**src/rtl/display_scan_controller_if.sv**
```systemverilog
// Display scan bus: digit data and control toward the scanner, decoder/enable drive back out.
interface display_scan_controller_if #(
    parameter int NUM_DIGITS = 6
);
    logic                    en;
    logic [4*NUM_DIGITS-1:0] digits;
    logic [NUM_DIGITS-1:0]   alpha;
    logic [NUM_DIGITS-1:0]   blink;
    logic [3:0]              value;
    logic                    mode;
    logic [NUM_DIGITS-1:0]   digit_en;
    logic                    frame_start;

    modport master (
        output en, digits, alpha, blink,
        input  value, mode, digit_en, frame_start
    );

    modport slave (
        input  en, digits, alpha, blink,
        output value, mode, digit_en, frame_start
    );
endinterface

```
**src/rtl/display_scan_controller.sv**
```systemverilog
// Time-multiplexed seven-segment scan: per-slot blanking guard, blink suppression,
// and a per-frame snapshot of the digit data.
//
// state   | meaning
// S_IDLE  | scanning stopped, all digits dark, value/mode held
// S_BLANK | start of slot, decoder fed, digit dark (anti-ghosting guard)
// S_DRIVE | rest of slot, current digit lit unless blinked off
module display_scan_controller #(
    parameter int NUM_DIGITS   = 6,
    parameter int DIV          = 1000,
    parameter int BLANK        = 16,
    parameter int BLINK_FRAMES = 50
) (
    input  logic                      clk,
    input  logic                      reset,
    display_scan_controller_if.slave  bus
);
    localparam int CW = (DIV > 1) ? $clog2(DIV) : 1;
    localparam int IW = (NUM_DIGITS > 1) ? $clog2(NUM_DIGITS) : 1;
    localparam int FW = (BLINK_FRAMES > 1) ? $clog2(BLINK_FRAMES) : 1;

    localparam logic [CW-1:0] CNT_LAST   = CW'(DIV - 1);
    localparam logic [CW-1:0] BLANK_LAST = CW'((BLANK > 0) ? BLANK - 1 : 0);
    localparam logic [IW-1:0] IDX_LAST   = IW'(NUM_DIGITS - 1);
    localparam logic [FW-1:0] FCNT_LAST  = FW'(BLINK_FRAMES - 1);

    typedef enum logic [1:0] {S_IDLE, S_BLANK, S_DRIVE} state_t;

    state_t                  state, state_n;
    logic [CW-1:0]           cnt, cnt_n;
    logic [IW-1:0]           idx, idx_n;
    logic [FW-1:0]           fcnt, fcnt_n;
    logic                    blink_phase, blink_phase_n;
    logic [4*NUM_DIGITS-1:0] snap_digits, snap_digits_n;
    logic [NUM_DIGITS-1:0]   snap_alpha, snap_alpha_n;
    logic [NUM_DIGITS-1:0]   snap_blink, snap_blink_n;
    logic [3:0]              value_q, value_n;
    logic                    mode_q, mode_n;
    logic [NUM_DIGITS-1:0]   digit_en_q, digit_en_n;
    logic                    frame_start_q, frame_start_n;

    state_t slot_entry;
    assign slot_entry = (BLANK == 0) ? S_DRIVE : S_BLANK;

    always_ff @(posedge clk or posedge reset) begin
        if (reset) begin
            state         <= S_IDLE;
            cnt           <= '0;
            idx           <= '0;
            fcnt          <= '0;
            blink_phase   <= 1'b0;
            snap_digits   <= '0;
            snap_alpha    <= '0;
            snap_blink    <= '0;
            value_q       <= '0;
            mode_q        <= 1'b0;
            digit_en_q    <= '0;
            frame_start_q <= 1'b0;
        end else begin
            state         <= state_n;
            cnt           <= cnt_n;
            idx           <= idx_n;
            fcnt          <= fcnt_n;
            blink_phase   <= blink_phase_n;
            snap_digits   <= snap_digits_n;
            snap_alpha    <= snap_alpha_n;
            snap_blink    <= snap_blink_n;
            value_q       <= value_n;
            mode_q        <= mode_n;
            digit_en_q    <= digit_en_n;
            frame_start_q <= frame_start_n;
        end
    end

    always_comb begin
        state_n       = state;
        cnt_n         = cnt;
        idx_n         = idx;
        fcnt_n        = fcnt;
        blink_phase_n = blink_phase;
        snap_digits_n = snap_digits;
        snap_alpha_n  = snap_alpha;
        snap_blink_n  = snap_blink;
        frame_start_n = 1'b0;
        value_n       = value_q;
        mode_n        = mode_q;
        digit_en_n    = '0;

        if (!bus.en) begin
            state_n       = S_IDLE;
            cnt_n         = '0;
            idx_n         = '0;
            fcnt_n        = '0;
            blink_phase_n = 1'b0;
        end else begin
            case (state)
                S_IDLE: begin
                    state_n       = slot_entry;
                    cnt_n         = '0;
                    idx_n         = '0;
                    snap_digits_n = bus.digits;
                    snap_alpha_n  = bus.alpha;
                    snap_blink_n  = bus.blink;
                    frame_start_n = 1'b1;
                end
                S_BLANK, S_DRIVE: begin
                    if (cnt == CNT_LAST) begin
                        cnt_n   = '0;
                        state_n = slot_entry;
                        if (idx == IDX_LAST) begin
                            idx_n         = '0;
                            snap_digits_n = bus.digits;
                            snap_alpha_n  = bus.alpha;
                            snap_blink_n  = bus.blink;
                            frame_start_n = 1'b1;
                            if (fcnt == FCNT_LAST) begin
                                fcnt_n        = '0;
                                blink_phase_n = ~blink_phase;
                            end else begin
                                fcnt_n = fcnt + FW'(1);
                            end
                        end else begin
                            idx_n = idx + IW'(1);
                        end
                    end else begin
                        cnt_n = cnt + CW'(1);
                        if (state == S_BLANK && cnt == BLANK_LAST)
                            state_n = S_DRIVE;
                    end
                end
                default: state_n = S_IDLE;
            endcase

            // Decoder inputs follow the slot from its first cycle so segments settle while dark.
            value_n = snap_digits_n[{idx_n, 2'b00} +: 4];
            mode_n  = snap_alpha_n[idx_n];
            if (state_n == S_DRIVE && !(blink_phase_n && snap_blink_n[idx_n]))
                digit_en_n = NUM_DIGITS'(1) << idx_n;
        end
    end

    assign bus.value       = value_q;
    assign bus.mode        = mode_q;
    assign bus.digit_en    = digit_en_q;
    assign bus.frame_start = frame_start_q;
endmodule

```
**src/flat_wrapper.sv**
```systemverilog
// flat-port wrapper written by rule: the top's interface ports become plain ports
module display_scan_controller_flat 
#(
    parameter int NUM_DIGITS   = 6,
    parameter int DIV          = 1000,
    parameter int BLANK        = 16,
    parameter int BLINK_FRAMES = 50
)
  (clk, reset, bus_en, bus_digits, bus_alpha, bus_blink, bus_value, bus_mode, bus_digit_en, bus_frame_start);
  display_scan_controller_if #(.NUM_DIGITS(NUM_DIGITS)) bus_i ();
  input  logic clk;
  input  logic reset;
  input wire logic [$bits(bus_i.en)-1:0] bus_en;
  input wire logic [$bits(bus_i.digits)-1:0] bus_digits;
  input wire logic [$bits(bus_i.alpha)-1:0] bus_alpha;
  input wire logic [$bits(bus_i.blink)-1:0] bus_blink;
  output wire logic [$bits(bus_i.value)-1:0] bus_value;
  output wire logic [$bits(bus_i.mode)-1:0] bus_mode;
  output wire logic [$bits(bus_i.digit_en)-1:0] bus_digit_en;
  output wire logic [$bits(bus_i.frame_start)-1:0] bus_frame_start;
  assign bus_i.en = bus_en;
  assign bus_i.digits = bus_digits;
  assign bus_i.alpha = bus_alpha;
  assign bus_i.blink = bus_blink;
  assign bus_value = bus_i.value;
  assign bus_mode = bus_i.mode;
  assign bus_digit_en = bus_i.digit_en;
  assign bus_frame_start = bus_i.frame_start;
  display_scan_controller #(.NUM_DIGITS(NUM_DIGITS), .DIV(DIV), .BLANK(BLANK), .BLINK_FRAMES(BLINK_FRAMES)) u_core (.clk(clk), .reset(reset), .bus(bus_i));
endmodule
```
**config.mk**
```make
export PLATFORM = sky130hd
export DESIGN_NAME = display_scan_controller_flat
export DESIGN_NICKNAME = d
export VERILOG_FILES = /design/src/rtl/display_scan_controller_if.sv /design/src/rtl/display_scan_controller.sv /design/src/flat_wrapper.sv
export SDC_FILE = /design/constraint.sdc
export NUM_CORES = 1
export LEC_CHECK = 0
export CAP_MARGIN = 10
export CORE_MARGIN = 2
export CORE_UTILIZATION = 59
export CTS_CLUSTER_DIAMETER = 100
export DETAILED_ROUTE_END_ITERATION = 12
export PLACE_DENSITY = 0.85
export SLEW_MARGIN = 15
export SYNTH_ARGS = -nofsm -noshare
export SYNTH_HDL_FRONTEND = slang
export SYNTH_SLANG_ARGS = --single-unit
```
**constraint.sdc**
```tcl
create_clock -name clk -period 7.89 [get_ports clk]
set_input_delay 1.9725 -clock clk [delete_from_list [all_inputs] [get_ports clk]]
set_output_delay 1.9725 -clock clk [all_outputs]
set_load 0.02 [all_outputs]
```
Word level (Yosys, flattened, before mapping)
Index checks and enable logic that the tools add are counted.
{"block": "classes", "n_div": 0, "mux": 46, "n_eq_ne": 11, "n_reduce_logical": 7, "shifts": 2, "order_cmp": 1, "n_mul": 0, "addsub": 3, "bitwise": 1}
{"op": "two-way mux 6 bit", "n": 13}
{"op": "two-way mux 24 bit", "n": 3}
{"op": "case mux 24 bit (2 select lines)", "n": 1}
{"op": "case mux 6 bit (2 select lines)", "n": 2}
{"op": "indexed part select 24 x 6 -> 4 bit", "n": 1}
{"op": "two-way mux 10 bit", "n": 2}
{"op": "case mux 10 bit (2 select lines)", "n": 1}
{"op": "two-way mux 3 bit", "n": 4}
{"op": "two-way mux 1 bit", "n": 11}
{"op": "adder 10 x 1 -> 10 bit, second input constant", "n": 1}
{"op": "== test 10 bit, second input constant", "n": 1}
{"op": "== test 10 x 4 -> 1 bit, second input constant", "n": 1}
{"op": "two-way mux 2 bit", "n": 4}
{"op": "adder 6 x 1 -> 6 bit, second input constant", "n": 1}
{"op": "binary-select mux 1 bit (select 3 bit)", "n": 2}
{"op": "== test 6 bit, second input constant", "n": 1}
{"op": "inequality test 2 x 1 -> 1 bit, second input constant", "n": 3}
{"op": "case mux 3 bit (2 select lines)", "n": 1}
{"op": "left shift 1 x 3 -> 6 bit, first input constant", "n": 1}
{"op": "== test 2 bit, second input constant", "n": 2}
{"op": "less-than comparator 3 x 4 -> 1 bit, second input constant", "n": 1}
{"op": "case mux 2 bit (2 select lines)", "n": 1}
{"op": "adder 3 x 1 -> 3 bit, second input constant", "n": 1}
{"op": "== test 3 bit, second input constant", "n": 1}
{"op": "9 further kinds", "n": 11}
{"block": "totals", "output_inout_bits": 12, "mem_bits_ro": 0, "mem_bits_rw": 0, "elab_cells": 83, "latchBits": 0, "regBits": 70, "mem_count": 0}

Depth between registers and ports, before layout
Gate-level depths: netlist of run 1.
{"block": "depth", "ltp_word": 12, "depth_mapped": 10, "depth_no_buf": 8}

Worst setup path after synthesis of run 1
Ideal clock, no wire load.
{"block": "synth_timing", "kind": "input port to flip-flop", "start": "in bus_en", "end": "reg u_core.snap_blink[5]", "setup_ps": 66, "cell_stages": 4, "t_arrival_ps": 2974, "required_ps": 7824, "path_buffers": 1, "slack_ps": 4850, "cell_sequence": "nand2b_1 a21oi_1 clkbuf_1 a22o_1"}
{"item": "start: declaration", "line": "flat_wrapper.sv:13", "source": "input wire logic [$bits(bus_i.en)-1:0] bus_en;"}
{"item": "end signal: assignment", "line": "display_scan_controller.sv:67", "source": "snap_blink <= snap_blink_n;"}
{"item": "end: declaration", "line": "display_scan_controller.sv:36", "source": "logic [NUM_DIGITS-1:0] snap_blink, snap_blink_n;"}

Worst setup path in the final report of run 1
{"block": "layout_timing", "start": "in bus_en", "end": "reg u_core.cnt[7]"}
{"block": "layout_between", "elab_chain_len": 1, "word_cells_on_any_way": 2, "cone_classes": "eq/ne: 1; mux: 1"}
{"item": "inequality test 3 x 1 -> 1 bit (no line) or two-way mux 10 bit (tied branches)"}
{"item": "end signal: assignment", "line": "display_scan_controller.sv:61", "source": "cnt <= cnt_n;"}
{"item": "end: declaration", "line": "display_scan_controller.sv:30", "source": "logic [CW-1:0] cnt, cnt_n;"}
Parallel ways exist; a longest one is shown, timed or not.
A chain may end at the register's enable or synchronous reset.

==> results.md, run 1 <==
* Vias at 3390
* Final setup viols at 0
* Synth async-reset ratio at 100%
* Reg2Reg Depth at 9
* YS warnings at 0
* Syn_nets at 415
* CTS tree: built
* Hold Path End: u_core.snap_digits[20]
* Die width at 83.5 um
* Drt first pass iters at 5
* Max Root-Sink Buffers at 2
* Detail Route met3 WL at 629 um
* Die area at 0.00696 mm^2
* Achievable frequency at 258 MHz
* Gpl congestion at 0.891
* Clock Skews at 0.00676 ns
* Clock Latency Late Sink at 0.35 ns
* Wire length per cell at 19.5 um
* Hold buffers post-CTS at 0
* Number of synthesized flops with an enable pin at 0
* Critical Path Most Common Cell: nor3_1
* Area taken by multi-input logic gates at 0.00182 mm^2
* Final worst-path setup slack at 4.02 ns
* Initial Utilization at 61.8%
* Ports at 51
* Critical-path maximum fanout at 17
* Worst VDD drop at 0.143 mV
* Reg2reg start: u_core.state[0]
* Total clock sinks at 70
* Crit path largest cell delay at 0.62 ns
* Clk slew on worst S/H paths at 0.08 ns
* RSZ-0062 raised after global routing: false
* Initial antenna violation count at 0
* Worst EP required at 8.12 ns
* Final Hold Vio Count at 0
* Max-slew violation count at 0
* Max Cap Viol at 0
* Hold_sp: u_core.snap_digits[20]
* Layout area overhead at 19.4%
* Grt total ovfl at 0
* Diodes inserted at 0
* Pin count of the biggest net entering global routing at 71
* CP Class: input port to register
* P_leak at 0.00185 uW
* Most numerous cell in the Yosys netlist: dfrtp_1
* Slew headroom at 32.1%
* Post-synthesis sequential area ratio at 47.0%
* Synthesized cell area at 0.00372 mm^2
* Worst Path Arrival at 4.10 ns
* DRT met1 WL at 4.26 mm
* Remaining routing DRC violations at 0
* Wirelength, routed at 9.53 mm
* Final #Nets at 455
* Post-layout util at 73.8%
* Hold depth at 1
* Final std cells w/o fill at 490
* Power per Cell Area at 190 mW/mm^2
* HPWL Detailed at 6.20 mm
* Synth cell count leaders: dfrtp_1 (70), a22o_1 (47), nand3_1 (27)
* Die H at 83.5 um
* # port buffers at 50
* Initial DRC Count at 332
* Total GRT Usage at 27.4%
* Yosys reg bits at 70
* Top routing layer in use: met4
* Minimum clock period at 3.87 ns
* Yosys cell types at 49
* H-tree Lvls at 3
* First-pass GRT wire length at 15.6 mm
* Setup crit start kind: input port
* Layout cells sized above 1 at 7.95%
* CP cell instances: clkdlybuf4s50_1, clkinv_1, nor3_1, buf_4, nor3_1, nand3_1, xor2_1, nor2_1
* Ranking of synthesized cells by area: dfrtp_1 (47%), a22o_1 (11%), nand3_1 (3.6%)
* Syn Area/Cell at 10.1 um^2
* Synth top area share at 47.0%
* Status: complete, no violations
* CTS buffer count at 9
* CP max-delay cell: clkdlybuf4s50_1
* DP Cell Count at 474
* Core box area at 0.00603 mm^2
* Vias/cell at 6.92
* Clk root buf: clkbuf_8
* Met2 WL at 4.42 mm
* PostCTS Resize Cnt at 0
* Row cnt at 28
* Post-CTS Setup Inserts at 0
* Worst Tran Pin Value at 1.02 ns
* Family with the most delay on the worst path: buffers and inverters
* Crit path buf inv count at 3
* Antenna-violating nets left at 0
* Final Cycle Share at 49.1%
* Number of global-route vias before repair at 3209
* Synth Flop Type: dfrtp_1
* Total negative slack at 0 ns
* Yosys top cell by area: dfrtp_1
* Crit. End Element: register
* Register area at 0.00175 mm^2
* R2r endpoint: u_core.bus.value[3]
* Fillers at 455
* Worst R2R Setup Slack at 4.31 ns
* DP Worst Slack at 3.69 ns
* Hold Path Class: register to register
* Cell count after synthesis at 370
[worst max path at each step]
stage	endpoint	slack, ns	cells after the start	start
2_1_floorplan	u_core.blink_phase	4.15	1	reset
3_3_place_gp	u_core.cnt[7]	3.81	8	bus_en
3_5_place_dp	u_core.cnt[7]	3.69	8	bus_en
4_1_cts	u_core.cnt[7]	4.07	8	bus_en
5_1_grt	u_core.cnt[7]	3.85	8	bus_en
6_report	u_core.cnt[7]	4.02	8	bus_en
[stage by stage]
step | hold slack, ns | total power (uW) | instance area (um^2)
floorplan | 0.467 | 494 | 3720
global placement | 0.483 | 544 | 4240
detailed placement | 0.482 | 547 | 4240
CTS | 0.508 | 843 | 4450
global route | 0.518 | 873 | 4450
finish | 0.507 | 843 | 4450
[registers in the layout, summed over array words and instances, names as in the netlist]
| signal | flops |
|---|---|
| u_core.cnt | 10 |
| u_core.snap_alpha | 6 |
| u_core.snap_blink | 6 |
| u_core.state | 2 |
| u_core.snap_digits | 24 |
| u_core.bus.digit_en | 6 |
| u_core.bus.value | 4 |
| u_core.bus.frame_start | 1 |
| u_core.blink_phase | 1 |
| u_core.idx | 3 |
| u_core.bus.mode | 1 |
| u_core.fcnt | 6 |
[routing by layer]
| metal | global-route usage [%] | vias to the layer above |
|---|---|---|
| met4 | 10.3 | 0 |
| met5 | 0 | - |
| met1 | 38.3 | 1664 |
| li1 | - | 1523 |
| met3 | 4.35 | 26 |
| met2 | 43.5 | 177 |
[power by group]
part           leakage [uW]  total (uW)  internal (uW)  switching, uW
Sequential         0.000908         413            390           22.7
Combinational      0.000850         131           64.1           67.1
Clock             0.0000912         299            155            143
[layout by cell type (no fill, tap or decap), drive strengths merged, types with 2 or more instances in the layout]
| cell type | instances |
|---|---|
| o21ai | 15 |
| a211oi | 4 |
| and4 | 2 |
| or4 | 3 |
| nand2b | 2 |
| a21boi | 2 |
| dfrtp | 70 |
| and3 | 6 |
| and2 | 3 |
| clkinvlp | 4 |
| a221o | 7 |
| buf | 6 |
| a21o | 2 |
| ha | 6 |
| nor2 | 21 |
| or3 | 7 |
| nor2b | 3 |
| a221oi | 11 |
| nand3 | 28 |
| a21oi | 9 |
| mux2i | 2 |
| inv | 7 |
| a22o | 47 |
| a22oi | 15 |
| nor3 | 8 |
| a31oi | 10 |
| clkbuf | 10 |
| nor4 | 2 |
| nand2 | 24 |
| clkdlybuf4s50 | 50 |
| xor2 | 4 |
| nand4 | 10 |
[worst reg2reg max path: stages, from the launching register on]
cell	delay, ns
dfrtp_1	0.40
inv_1	0.08
ha_1	0.62
nor2b_1	0.41
nor2b_1	0.24
a221oi_1	0.86
buf_4	0.33
a221oi_1	0.07
or3_1	0.40
nand4_1	0.10
[area by class of cell]
type,instances,area share [%]
Clock buffer,10,3.10
Clock inverter,6,1.55
Inverter,7,0.591
Multi-Input combinational cell,266,41.0
Sequential cell,70,39.4
Tap cell,75,2.11
Timing Repair Buffer,56,12.3
[logic make-up after synthesis]
| group | count (synthesis) | share of synthesized area [%] |
|---|---|---|
| compound gates | 126 | 26.3 |
| xor+xnor | 5 | 1.18 |
| fa+ha+maj | 6 | 2.02 |
| buf+inv | 34 | 4.17 |
| flops | 70 | 47.0 |
| mux | 3 | 0.840 |
| simple gates | 126 | 18.5 |
Power figures use the tool's default switching activity.
==> inputs of run 2 (changes only) <==
--- a/config.mk
+++ b/config.mk
@@ -7,10 +7,10 @@
 export LEC_CHECK = 0
 export CAP_MARGIN = 10
 export CORE_MARGIN = 2
-export CORE_UTILIZATION = 59
+export CORE_UTILIZATION = 55
 export CTS_CLUSTER_DIAMETER = 100
 export DETAILED_ROUTE_END_ITERATION = 12
-export PLACE_DENSITY = 0.85
+export PLACE_DENSITY = 0.8
 export SLEW_MARGIN = 15
 export SYNTH_ARGS = -nofsm -noshare
 export SYNTH_HDL_FRONTEND = slang
==> constraint.sdc (replaced) <==
create_clock -name clk -period 3.75 [get_ports clk]
set_input_delay 0.9375 -clock clk [delete_from_list [all_inputs] [get_ports clk]]
set_output_delay 0.9375 -clock clk [all_outputs]
set_load 0.02 [all_outputs]
==> results.md, run 2 (synthesis results as in run 1) <==
* Status: complete, no violations
* RSZ-0062 raised after global routing: false
* Total negative slack at 0 ns (unchanged)
* H-tree Lvls at 3 (unchanged)
* Crit path largest cell delay at 0.61 ns (about the same)
* Initial antenna violation count at 0 (unchanged)
* Critical-path maximum fanout at 25 (+8)
* Worst Setup SP: u_core.state[0]
* Vias/cell at 6.59 (-4.8%)
* Initial Utilization at 57.7% (-4.1 points)
* Pin count of the biggest net entering global routing at 38 (-46%)
* Hold Path Class: register to register
* Crit. End Element: register
* Most frequent cells in the layout: dfrtp_1 (70), clkdlybuf4s50_1 (50), a22o_1 (47), nand3_1 (27), nand2_1 (24)
* Max-slew violation count at 0 (unchanged)
* Total GRT Usage at 26.6% (-0.83 points)
* DRT met1 WL at 4.15 mm (-2.5%)
* Tot Pwr at 1690 uW (+100%)
* Worst Path Arrival at 3.46 ns (-0.64 ns)
* Grt total ovfl at 0 (unchanged)
* Max reg flops at 24 (unchanged)
* CP Class: register to register
* Vias at 3281 (-3.2%)
* Max Cap Viol at 0 (unchanged)
* Die H at 86.3 um (+3.4%)
* Max Root-Sink Buffers at 2 (unchanged)
* Die area at 0.00745 mm^2 (+6.9%)
* Final worst-path setup slack at 0.576 ns (-3.44 ns)
* Detail Route met3 WL at 606 um (-3.7%)
* Wire length per cell at 18.6 um (-4.2%)
* PostCTS Resize Cnt at 0 (unchanged)
* Layout cells sized above 1 at 8.79% (+0.84 points)
* Post-CTS Setup Inserts at 0 (unchanged)
* Worst R2R Setup Slack at 0.58 ns (-3.73 ns)
* Final setup viols at 0 (unchanged)
* Met2 WL at 4.35 mm (-1.8%)
* CTS buffer count at 9 (unchanged)
* Worst Tran Pin Value at 0.940 ns (-0.0789 ns)
* Worst EP required at 4.03 ns (-4.09 ns)
* Gpl congestion at 0.844 (-5.3%)
* Clk slew on worst S/H paths at 0.08 ns (about the same)
* Row cnt at 29 (+3.6%)
* Hold buffers post-CTS at 0 (unchanged)
* Initial DRC Count at 239 (-28%)
* Core box area at 0.00646 mm^2 (+7.2%)
* Fin area at 0.00446 mm^2 (+0.34%)
* Total clock sinks at 70 (unchanged)
* Top Registers: u_core.snap_digits x24, u_core.cnt x10
* First-pass GRT wire length at 15.5 mm (-0.22%)
* Setup crit start kind: register
* P_leak at 0.00186 uW (+0.75%)
* R2r endpoint: u_core.bus.value[3]
* Remaining routing DRC violations at 0 (unchanged)
* DP Worst Slack at 0.678 ns (-3.01 ns)
* CP endpoint: u_core.bus.value[3]
* Achievable frequency at 315 MHz
* Minimum clock period at 3.17 ns
* Clk root buf: clkbuf_8
* Worst hold slack at 0.508 ns (+0.000680 ns)
* Reg2Reg Depth at 9 (unchanged)
* Antenna-violating nets left at 0 (unchanged)
* HPWL Detailed at 6.52 mm (+5.2%)
* Clock Latency Late Sink at 0.35 ns (about the same)
* Worst VDD drop at 0.225 mV (+57%)
* Most common cell after layout, fill and taps aside: dfrtp_1
* Wirelength, routed at 9.28 mm (-2.6%)
* CP max-delay cell: or4b_2
* Slew headroom at 37.4% (+5.3 points)
* Top routing layer in use: met4
* Ports at 51 (unchanged)
* Clock Skews at 0.0115 ns (+0.00476 ns)
* Final #Nets at 461 (+1.3%)
* Power per Cell Area at 379 mW/mm^2 (+100%)
* Reg2reg start: u_core.state[0]
* Final Hold Vio Count at 0 (unchanged)
* CP cell instances: inv_1, ha_1, buf_4, or4b_2, nor4_1, a311oi_2, nor3_1, o21ai_0, nand4_1
* # port buffers at 50 (unchanged)
* Layout area overhead at 19.8%
* Placed Area at 0.00429 mm^2 (+1.1%)
* Most flop-heavy register: u_core.snap_digits
* Die width at 86.3 um (+3.4%)
* CTS tree: built
* Fillers at 493 (+8.4%)
* Final Cycle Share at 84.7%
* Diodes inserted at 0 (unchanged)
* Number of global-route vias before repair at 3250 (+1.3%)
* Drt first pass iters at 5 (unchanged)
run 2: cell count changes in the layout (fill, tap and decap cells not counted):
| cell | previous run | this run |
|---|---|---|
| clkbuf_8 | 10 | 9 |
| bufinv_16 | 1 | 0 |
| a21o_2 | 1 | 0 |
| clkinv_4 | 0 | 1 |
| clkbuf_1 | 0 | 1 |
| buf_4 | 6 | 12 |
| a21o_1 | 1 | 2 |
run 2: stage by stage:
stage	std cells	utilization, %
after floorplan	370	-
after global placement	482	66.4
after detailed placement	482	66.4
after CTS	498	69.1
after global routing	498	69.1
final	498	69.1
run 2: worst min path at each step:
| stage | from | endpoint | slack (ns) | depth (start not counted) |
|---|---|---|---|---|
| CTS | u_core.snap_digits[19] | u_core.snap_digits[19] | 0.51 | 1 |
| floorplan | u_core.snap_blink[0] | u_core.snap_blink[0] | 0.47 | 1 |
| global route | u_core.snap_digits[17] | u_core.snap_digits[17] | 0.52 | 1 |
| detailed placement | u_core.snap_digits[16] | u_core.snap_digits[16] | 0.48 | 1 |
| finish | u_core.snap_digits[0] | u_core.snap_digits[0] | 0.51 | 1 |
| global placement | u_core.snap_digits[19] | u_core.snap_digits[19] | 0.48 | 1 |
run 2: routing by layer:
| layer | GRT usage (%) | vias to the layer above |
|---|---|---|
| li1 | - | 1537 |
| met1 | 36.1 | 1591 |
| met2 | 41.6 | 134 |
| met3 | 6.10 | 19 |
| met4 | 10.4 | 0 |
| met5 | 0 | - |
run 2: cell type report:
cell class | instances | area [um^2] | share of cell area (%)
clock buffer | 10 | 128 | 2.86
clock inverter | 6 | 47.5 | 1.07
inverter | 7 | 26.3 | 0.589
multi-input combinational | 266 | 1820 | 40.8
sequential | 70 | 1750 | 39.3
tap | 77 | 96.3 | 2.16
timing repair buffer | 62 | 591 | 13.2
run 2: where the power goes:
group	total (uW)	internal (uW)	switching [uW]	leakage [uW]
clock network	543	243	301	0.0000751
logic	280	138	141	0.000880
registers	867	822	45.6	0.000908
total	1690	1200	488	0.00186
run 2: critical path: cells and delay by family, from the launching register on:
family / cells / cell delay, ns
simple gates: 4 / 1.65
buf+inv: 2 / 0.35
fa+ha+maj: 1 / 0.30
flops: 1 / 0.40
compound gates: 2 / 0.43
==> RTL edit: new RTL, settings of run 2 <==
`BLINK_FRAMES` is set to 50 in 2 places; all go to 100.
--- a/src/rtl/display_scan_controller.sv
+++ b/src/rtl/display_scan_controller.sv
@@ -10,5 +10,5 @@
     parameter int DIV          = 1000,
     parameter int BLANK        = 16,
-    parameter int BLINK_FRAMES = 50
+    parameter int BLINK_FRAMES = 100
 ) (
     input  logic                      clk,
--- a/src/flat_wrapper.sv
+++ b/src/flat_wrapper.sv
@@ -5,5 +5,5 @@
     parameter int DIV          = 1000,
     parameter int BLANK        = 16,
-    parameter int BLINK_FRAMES = 50
+    parameter int BLINK_FRAMES = 100
 )
   (clk, reset, bus_en, bus_digits, bus_alpha, bus_blink, bus_value, bus_mode, bus_digit_en, bus_frame_start);
Formal check against the unedited RTL: same outputs for any inputs over 10 cycles, from zero or initial values and one cycle with reset high; that may be too few to reach the edited logic, so the function may still have changed.
==> RTL edit against run 2 <==
Wire length increased by 13%; power increased by 2.4%; synthesized cell count increased by 11%; sequential power increased by 2%; die area increased by 10%; area after synthesis increased by 11%; highest routed layer unchanged; worst setup slack improved by 0.15 ns; critical endpoint is now u_core.bus.value[2]; cell count increased by 11%; first-iteration DRC count increased by 6.7%; final area increased by 9.4%; sequential cell count increased by 1.
==> RTL edit: results (changes against run 2) <==
| Metric | Value |
|---|---|
| Crit-path max FO | 11 (-56%) |
| Largest cells by area after synthesis | dfrtp_1 43%, a22o_1 9.3%, mux2i_1 3.4% |
| Met3 WL | 704 um (+16%) |
| Wire length on met2 | 4.976 mm (+15%) |
| Pre-CTS setup slack | 0.7545 ns (+0.07605 ns) |
| Yosys cell types | 59 (+20%) |
| Share of post-route cells with drive strength above 1 | 9.231% (+0.44 points) |
| Top post-synthesis cells by count | 71 x dfrtp_1, 44 x a22o_1, 24 x nand2_1, 23 x nor2_1, 19 x nand3_1 |
| Slowest cell delay on critical path | 0.50 ns (-0.11 ns) |
| Critical Path AT | 3.23 ns (-0.23 ns) |
| R2r setup slk | 0.72 ns (+0.15 ns) |
| Pleak | 0.002036 uW (+9.3%) |
| Post-Route M1 WL | 4.643 mm (+12%) |
| RD Place Congestion | 0.8575 (+1.6%) |
| Sequential cell area fraction in the yosys report | 43.02% (-4.0 points) |
| Vias/cell | 6.563 (-0.38%) |
| Slowest cell on crit path | o311ai_0 |
| Status | complete, no violations |
| Tot GR Track Use | 26.09% (-0.48 points) |
| Final #Nets | 495 (+7.4%) |
| Relative slew slack | 37.75% (+0.39 points) |
| Peak Freq | 330.5 MHz (+4.9%) |
| Vias in the first global route | 3,482 (+7.1%) |
| Number of cells on the worst reg-to-reg path | 8 (-1) |
| Mapped Nets | 455 (+9.6%) |
| HPWL Detailed | 7.210 mm (+11%) |
| Post-Synth Adder-Cell Area | 1.515% (-0.50 points) |
| Hold endpoint | u_core.snap_digits[20] |
| Final core occ | 67.29% (-1.8 points) |
| Post-synthesis xor/xnor area fraction | 2.090% (+0.91 points) |
| VDD IR max | 0.1989 mV (-11%) |
| Hold Path Origin | u_core.snap_digits[20] |
-- RTL edit: final cells by class --
class	instances	area (um^2)
tap	99	123.9
timing repair buffer	62	603.1
clock inverter	5	33.78
inverter	8	30.03
fill	601	2372
sequential	71	1777
multi-input combinational	299	2176
clock buffer	10	137.6
-- RTL edit: routing by layer --
metal  vias to the layer above  track usage [%]
li1                       1659                -
met1                      1781            36.95
met5                         -                0
met4                         0            7.692
met2                       171            40.11
met3                        25            6.093
-- RTL edit: per-stage QoR --
step	cell area, um^2	cells	hold WS, ns
after CTS	4873	554	0.5078
after global placement	4702	539	0.4831
after global routing	4881	554	0.5247
after floorplan	4130	411	0.4659
final	4881	554	0.5077
after detailed placement	4702	539	0.4869
-- RTL edit: power by group --
group	switching, uW	total (uW)	internal [uW]
clock	292	546	254
sequential	50.1	883	833
combinational	150	302	152
total	492	1730	1240
